[config.mk]
export PLATFORM = sky130hd
export DESIGN_NAME = nand_input_debounce
export DESIGN_NICKNAME = d
export VERILOG_FILES = /design/src/rtl/nand_input_debounce.sv
export SDC_FILE = /design/constraint.sdc
export NUM_CORES = 1
export LEC_CHECK = 0
export CORE_MARGIN = 10
export CORE_UTILIZATION = 30
export CTS_BUF_LIST = sky130_fd_sc_hd__clkbuf_2 sky130_fd_sc_hd__clkbuf_4 sky130_fd_sc_hd__clkbuf_8
export DETAILED_ROUTE_END_ITERATION = 10
export PLACE_DENSITY = 0.51
export SETUP_SLACK_MARGIN = 0.05
export SYNTH_ARGS = -nofsm -noshare
export SYNTH_HDL_FRONTEND = slang
export SYNTH_SLANG_ARGS = --single-unit
[constraint.sdc]
create_clock -name clk -period 1.7 [get_ports clk]
set_clock_uncertainty 0.2 [all_clocks]
set_input_delay 0.34 -clock clk [delete_from_list [all_inputs] [get_ports clk]]
set_output_delay 0.34 -clock clk [all_outputs]
set_load 0.01 [all_outputs]
[src/rtl/nand_input_debounce.sv]
// Two-channel pad conditioner for the NAND inputs: reset synchroniser, 2-flop input
// synchronisers, and one debounce FSM per channel with edge pulses and glitch counters.

module nand_input_debounce_ch #(
  parameter int DEBOUNCE_CYCLES = 1000,
  parameter int CNT_W           = 16,
  parameter int GLITCH_W        = 4
) (
  input  logic                clk,
  input  logic                rst_n,
  input  logic                ena,
  input  logic                sync,
  output logic                clean,
  output logic                rise,
  output logic                fall,
  output logic [GLITCH_W-1:0] glitch
);
  typedef enum logic [1:0] {S_LO, S_WAIT_HI, S_HI, S_WAIT_LO} state_t;

  // cnt holds (samples seen at the new level) - 1; the entering sample is sample 1,
  // so the level is accepted on the sample that finds cnt at DEBOUNCE_CYCLES-2.
  localparam logic [CNT_W-1:0] LAST   = CNT_W'((DEBOUNCE_CYCLES >= 2) ? DEBOUNCE_CYCLES - 2 : 0);
  localparam bit               DIRECT = (DEBOUNCE_CYCLES == 1);

  state_t           state;
  logic [CNT_W-1:0] cnt;

  always_ff @(posedge clk or negedge rst_n) begin
    if (!rst_n) begin
      state  <= S_LO;
      cnt    <= '0;
      clean  <= 1'b0;
      rise   <= 1'b0;
      fall   <= 1'b0;
      glitch <= '0;
    end else begin
      rise <= 1'b0;
      fall <= 1'b0;
      if (ena) begin
        case (state)
          S_LO: if (sync) begin
            if (DIRECT) begin
              state <= S_HI;
              clean <= 1'b1;
              rise  <= 1'b1;
            end else begin
              state <= S_WAIT_HI;
              cnt   <= '0;
            end
          end
          S_WAIT_HI: if (sync) begin
            if (cnt == LAST) begin
              state <= S_HI;
              cnt   <= '0;
              clean <= 1'b1;
              rise  <= 1'b1;
            end else begin
              cnt <= cnt + 1'b1;
            end
          end else begin
            state <= S_LO;
            cnt   <= '0;
            if (glitch != '1) glitch <= glitch + 1'b1;
          end
          S_HI: if (!sync) begin
            if (DIRECT) begin
              state <= S_LO;
              clean <= 1'b0;
              fall  <= 1'b1;
            end else begin
              state <= S_WAIT_LO;
              cnt   <= '0;
            end
          end
          S_WAIT_LO: if (!sync) begin
            if (cnt == LAST) begin
              state <= S_LO;
              cnt   <= '0;
              clean <= 1'b0;
              fall  <= 1'b1;
            end else begin
              cnt <= cnt + 1'b1;
            end
          end else begin
            state <= S_HI;
            cnt   <= '0;
            if (glitch != '1) glitch <= glitch + 1'b1;
          end
          default: state <= S_LO;
        endcase
      end
    end
  end
endmodule

module nand_input_debounce #(
  parameter int DEBOUNCE_CYCLES = 1000,
  parameter int CNT_W           = 16,
  parameter int GLITCH_W        = 4
) (
  input  logic                  clk,
  input  logic                  rst_n,
  input  logic                  ena,
  input  logic [1:0]            raw_in,
  output logic [1:0]            clean_out,
  output logic [1:0]            rise_pulse,
  output logic [1:0]            fall_pulse,
  output logic [2*GLITCH_W-1:0] glitch_cnt
);
  localparam int NUM_LANES = 2;

  // Reset asserts asynchronously, releases two clk edges after rst_n rises.
  logic [1:0] rst_pipe;
  logic       rst_i;

  always_ff @(posedge clk or negedge rst_n) begin
    if (!rst_n) rst_pipe <= '0;
    else        rst_pipe <= {rst_pipe[0], 1'b1};
  end
  assign rst_i = rst_pipe[1];

  logic [NUM_LANES-1:0] meta, sync;

  always_ff @(posedge clk or negedge rst_i) begin
    if (!rst_i) begin
      meta <= '0;
      sync <= '0;
    end else begin
      meta <= raw_in;
      sync <= meta;
    end
  end

  for (genvar i = 0; i < NUM_LANES; i++) begin : g_lane
    nand_input_debounce_ch #(
      .DEBOUNCE_CYCLES(DEBOUNCE_CYCLES),
      .CNT_W          (CNT_W),
      .GLITCH_W       (GLITCH_W)
    ) u_ch (
      .clk   (clk),
      .rst_n (rst_i),
      .ena   (ena),
      .sync  (sync[i]),
      .clean (clean_out[i]),
      .rise  (rise_pulse[i]),
      .fall  (fall_pulse[i]),
      .glitch(glitch_cnt[i*GLITCH_W +: GLITCH_W])
    );
  end
endmodule
## Yosys cells after proc, flatten, opt, wreduce, memory -nomap -nowiden

Index checks and enable logic that the tools add are counted.

| cells by class | value |
|---|---|
| $add $sub $neg | 4 |
| eq/ne operators | 30 |
| multiplexer cells | 58 |
| reduce and logical (&&, ||, !) cells | 12 |

Operators with widths:

| cell | count |
|---|---|
| $mux W16 | 10 |
| $pmux W16 S4 | 2 |
| $add A16 B1 Y16 const B | 2 |
| $eq A16 B10 Y1 const B | 2 |
| $mux W2 | 12 |
| $mux W4 | 6 |
| $ne A2 B2 Y1 const B | 12 |
| $mux W1 | 22 |
| $pmux W2 S4 | 2 |
| $pmux W4 S2 | 2 |
| $ne A3 B2 Y1 const B | 4 |
| $reduce_and A6 Y1 | 2 |
| $reduce_and A5 Y1 | 2 |
| $add A4 B1 Y4 const B | 2 |
| $eq A2 B2 Y1 const B | 4 |
| $ne A2 B1 Y1 const B | 4 |
| $ne A4 B4 Y1 const B | 2 |
| $reduce_and A4 Y1 | 2 |
| $reduce_and A3 Y1 | 2 |
| $eq A2 B1 Y1 const B | 2 |
| $logic_not A2 Y1 | 2 |
| $pmux W1 S2 | 2 |
| $reduce_bool A2 Y1 | 2 |

| storage, ports and cells | value |
|---|---|
| flip-flop bits (word level) | 56 |
| input bits | 5 |
| output and inout port bits | 14 |
| logic and storage cells | 119 |

## Logic depth before layout (Yosys ltp)

| logic depth | value |
|---|---|
| depth in word-level cells | 5 |
| mapped depth | 9 |
| mapped depth without buffers | 7 |

## Cells and area by module

A second synthesis with hierarchy kept.

| unflattened totals | value |
|---|---|
| cell total of the unflattened synthesis | 293 |
| area total of the unflattened synthesis | 2890.3 sq um |

Modules (own cells, without submodules):

| module | times used | cells an instance | area each (sq um) |
|---|---|---|---|
| nand_input_debounce_ch at g_lane[0].u_ch | 1 | 147 | 1408.9 |
| nand_input_debounce_ch at g_lane[1].u_ch | 1 | 139 | 1327.5 |
| nand_input_debounce | 1 | 7 | 153.9 |

## Worst setup path before layout

OpenSTA, ideal clock, no wires.

| timing path | value |
|---|---|
| path kind | register to register |
| start point | reg g_lane[1].u_ch.cnt[0] |
| end point | reg g_lane[1].u_ch.cnt[11] |
| library setup time | 0.118 ns |
| arrival | 2.176 ns |
| required time | 1.382 ns |
| setup slack | -0.794 ns |
| stages on the path, launching flop included | 10 |
| period minus slack after synthesis | 2.494 ns |
| cells stage by stage | dfrtp_1 -> inv_1 -> ha_1 -> or4b_1 -> or4_1 -> buf_2 -> and3_4 -> buf_6 -> a21o_1 -> a21o_1 |

| on the way | value |
|---|---|
| word-level cells in the longest chain between the ends | 4 |

Ends and longest elaborated chain:

| element | line | text |
|---|---|---|
| start, declared | 26 | `logic [CNT_W-1:0] cnt;` |
| start signal, assigned | 58 | `cnt <= cnt + 1'b1;` |
| start signal, assigned | 82 | `cnt <= cnt + 1'b1;` |
| $add A16 B1 Y16 / $eq A16 B10 Y1 (equally long branches) | n/a |  |
| $mux W16 (*) | 52, 76 |  |
| $mux W16 (on tied branches) | 75, 51 |  |
| $pmux W16 S4 (*) | 40 | `case (state)` |

Every way passes the cells marked *; elsewhere a longest branch is shown, timed or not.
A chain may end at the register's enable or synchronous reset.

## Final worst setup path

| timing path | value |
|---|---|
| start point | reg g_lane[1].u_ch.cnt[0] |
| end point | reg g_lane[1].u_ch.cnt[14] |

Same word-level chain as after synthesis.

==> results.md <==
- Status: finished with violations
- Failing checks: negative setup slack
- I/O pin count: 19
- Crit path time final: between 2 and 2.5 ns
- # H-tree levels: 2
- GR Util All Layers: 10.9%
- Clock buffer depth: 2
- Non-filler cells, final: between 500 and 600
- Critical Path AT: around 2.4 ns
- Global-route wire length before repair: approximately 12000 um
- # clock sinks: 56
- Rows: 35
- Post-synthesis simple-gate area fraction: between 20% and 30%
- Post-synthesis xor/xnor area fraction: 2.49%
- Clk_lat worst skew: slightly above 0.3 ns
- Synth Area per Inst: about 9.7 um^2
- Tightest Hold Check Type: reg2async
- Pwr Density: 780 nW/um^2
- CP Data Required Time: 1.70 ns
- Starting Density: between 30 and 40%
- Clock root cell: clkbuf_8
- Placed insts: 493
- Post-route setup slack: -0.676 ns
- Antenna cell count: 0
- Slew Viols, Final: 0
- Clock Pin Slew Worst Setup and Hold Paths: about 0.1 ns
- Placed cell area: between 3000 and 4000 um^2
- DR iter-0 viols: ~110
- Worst vdd ir: a little under 700 uV
- DIE HEIGHT: between 100 and 150 um
- Cts bufs inserted: 5
- Crit end category: register
- Final Cycle Share: 140%
- Max_cap viols: 0
- Via count of the first global-routing pass: 2602
- Total core area: around 9200 um^2
- DRT Wirelength: ~7300 um
- Post-synthesis sequential area ratio: 49.8%
- Initial antenna violation count: 0
- Vias/cell: slightly below 5
- Post-synthesis mux area share: 2.58%
- Via count: 2566
- Combinational family with the most area after synthesis: simple AND/OR/NAND/NOR gates
- DRC viols: 0
- Leak: between 1.5 and 2 nW
- Placer Congestion: between 0.8 and 0.9
- Final instance area: about 4200 um^2
- Synth warn: 0
- Die Width: 117 um
- Critical Path Start Type: register
- Port buffer count: 18
- Area growth syn-to-layout: 49.4%
- # setup viols final: 45
- Synth Flop Type: dfrtp_1
- Seq cells post-synth: 56
- DR pass1 iterations: 4
- Worst setup path class: reg2reg
- CTS tree: built
- Adder-Cell Fraction of Synth Area: between 2 and 3%
- Syn nets: between 300 and 400
- CP Max Fanout: 7
- ANT nets after route: 0
- Post-synth EDFFs: 0
- Grt total ovfl: 0
- Count of different cell masters after synthesis: 50
- Layout cells sized above 1: 41.4%
- Largest net degree at the start of global routing: 55
- DPL Wire Length: 5050 um
- RSZ-0062 raised after global routing: true
- Compound-Gate Fraction of Synth Area: ~16%
- Final #Nets: approximately 420
- Fin. Hold Viols: 0
- Synthesized area: between 2000 and 3000 um^2
- Asr flop ratio synth: 100%
- Routed WL per cell: ~14 um
- Synth Instances: between 200 and 300
- Max frequency: roughly 420 MHz
- Die area: approximately 14000 um^2
## cells in the mapped netlist (2+ instances only)
| master | count | area (um^2) |
|---|---|---|
| a21o_1 | 5 | 37.5 |
| a21oi_1 | 21 | 105 |
| a31oi_1 | 13 | 81.3 |
| a41oi_1 | 4 | 35.0 |
| and3_1 | 2 | 12.5 |
| buf_4 | 6 | 45.0 |
| clkbuf_1 | 7 | 26.3 |
| dfrtp_1 | 56 | 1400 |
| ha_1 | 6 | 75.1 |
| inv_1 | 8 | 30.0 |
| mux2_2 | 2 | 22.5 |
| mux2i_1 | 5 | 50.1 |
| nand2_1 | 30 | 113 |
| nand3_1 | 20 | 100 |
| nand4_1 | 9 | 56.3 |
| nor2_1 | 16 | 60.1 |
| nor3_1 | 6 | 30.0 |
| nor3b_1 | 3 | 22.5 |
| nor4_1 | 2 | 12.5 |
| nor4b_1 | 2 | 17.5 |
| o21a_1 | 4 | 30.0 |
| o21ai_0 | 14 | 70.1 |
| o31ai_1 | 5 | 37.5 |
| or2_2 | 3 | 18.8 |
| or2b_1 | 3 | 22.5 |
| or3_1 | 6 | 37.5 |
| or4_1 | 3 | 22.5 |
| xnor2_1 | 4 | 35.0 |
| xor2_1 | 4 | 35.0 |
## critical path, stage by stage, from the launching register on
cell     delay [ns]
dfrtp_1        0.39
inv_1          0.06
ha_1           0.12
or4b_4         0.44
or4_4          0.54
buf_4          0.17
and4_4         0.14
o21ai_1        0.11
o31ai_1        0.09
## routing by layer
layer | GRT usage (%) | wire, um | vias to the layer above
li1 | - | - | 1288
met1 | 14.1 | 3440 | 1244
met2 | 18.4 | 3620 | 25
met3 | 2.09 | 178 | 9
met4 | 2.64 | 63 | 0
met5 | 0 | 0 | -
## sequential cells by signal, indices dropped and copies added, names as in the netlist, named ones only
signal              count
meta                    2
rst_pipe                2
g_lane.u_ch.glitch      8
g_lane.u_ch.state       2
sync                    2
g_lane.u_ch.clean       2
g_lane.u_ch.rise        2
g_lane.u_ch.cnt        32
g_lane.u_ch.fall        2
## worst paths after layout
path | slack (ns) | end | cells after the start | start
min in group clk | 0.16 | sync[0]$_DFF_PN0_ | 0 | meta[0]$_DFF_PN0_
worst min-delay path | 0.06 | g_lane[0].u_ch.glitch[0]$_DFFE_PN0P_ | 1 | rst_pipe[1]$_DFF_PN0_
worst max register to register | -0.68 | g_lane[1].u_ch.cnt[14]$_DFFE_PN0P_ | 8 | g_lane[1].u_ch.cnt[0]$_DFFE_PN0P_
worst max-delay path | -0.68 | g_lane[1].u_ch.cnt[14]$_DFFE_PN0P_ | 8 | g_lane[1].u_ch.cnt[0]$_DFFE_PN0P_
worst min register to register | 0.06 | g_lane[0].u_ch.glitch[0]$_DFFE_PN0P_ | 1 | rst_pipe[1]$_DFF_PN0_
max in group asynchronous | 0.63 | rst_pipe[1]$_DFF_PN0_ | 2 | rst_n
## layout make-up
class                           instances  area (um^2)
Clock buffer                            6         82.6
Clock inverter                          2         15.0
Fill cell                             903         4990
Inverter                                8         30.0
Multi-Input combinational cell        212         1560
Sequential cell                        56         1410
Tap cell                              111          139
Timing Repair Buffer                  122          973
## kinds of logic (layout without fill, tap and decap cells)
| kind of cell | Yosys count | after routing |
|---|---|---|
| other | 1 | 1 |
| and+or+nand+nor | 116 | 117 |
| muxes | 7 | 7 |
| buffers and inverters | 23 | 138 |
| adders and majority gates | 6 | 6 |
| xor gates and xnor gates | 8 | 8 |
| DFF | 56 | 56 |
| AOI/OAI and AO/OA | 73 | 73 |
## repair_timing
action | in CTS | in global routing
buffers inserted | 8 | 8
hold endpoints to repair | 2 | 0
gates resized for setup | 43 | 18
hold buffers | 1 | 0
pin swaps | 18 | 10
endpoints found under the setup margin | 63 | 52
cloned | 0 | 1
## stage by stage
stage,hold WS (ns),setup TNS (ns),utilization (%),total power [mW],setup WS (ns)
floorplan,-0.156,-17.05,-,1.98,-0.794
global placement,0.0732,-22.32,41.6,2.38,-0.751
detailed placement,0.0779,-23.36,41.6,2.40,-0.783
CTS,0.0842,-16.67,44.5,3.27,-0.684
global route,0.0941,-21.83,45.7,3.51,-0.766
finish,0.0574,-16.66,45.7,3.28,-0.676
## cells in the final DEF, fill, tap and decap left out, drive strengths merged, types with 5 or more instances in the layout
cell type / n
o21ai: 15
a31oi: 13
nand3: 20
nor3: 6
dlygate4sd2: 13
inv: 8
clkbuf: 7
a21o: 5
nand4: 9
nor2: 16
mux2i: 5
or3: 7
a21oi: 21
ha: 6
nand2: 30
o31ai: 5
buf: 103
dfrtp: 56
## where the power goes
part | switching (mW) | internal, mW
Clock | 0.468 | 0.332
Combinational | 0.425 | 0.495
Sequential | 0.100 | 1.46
Power figures use the tool's default switching activity.
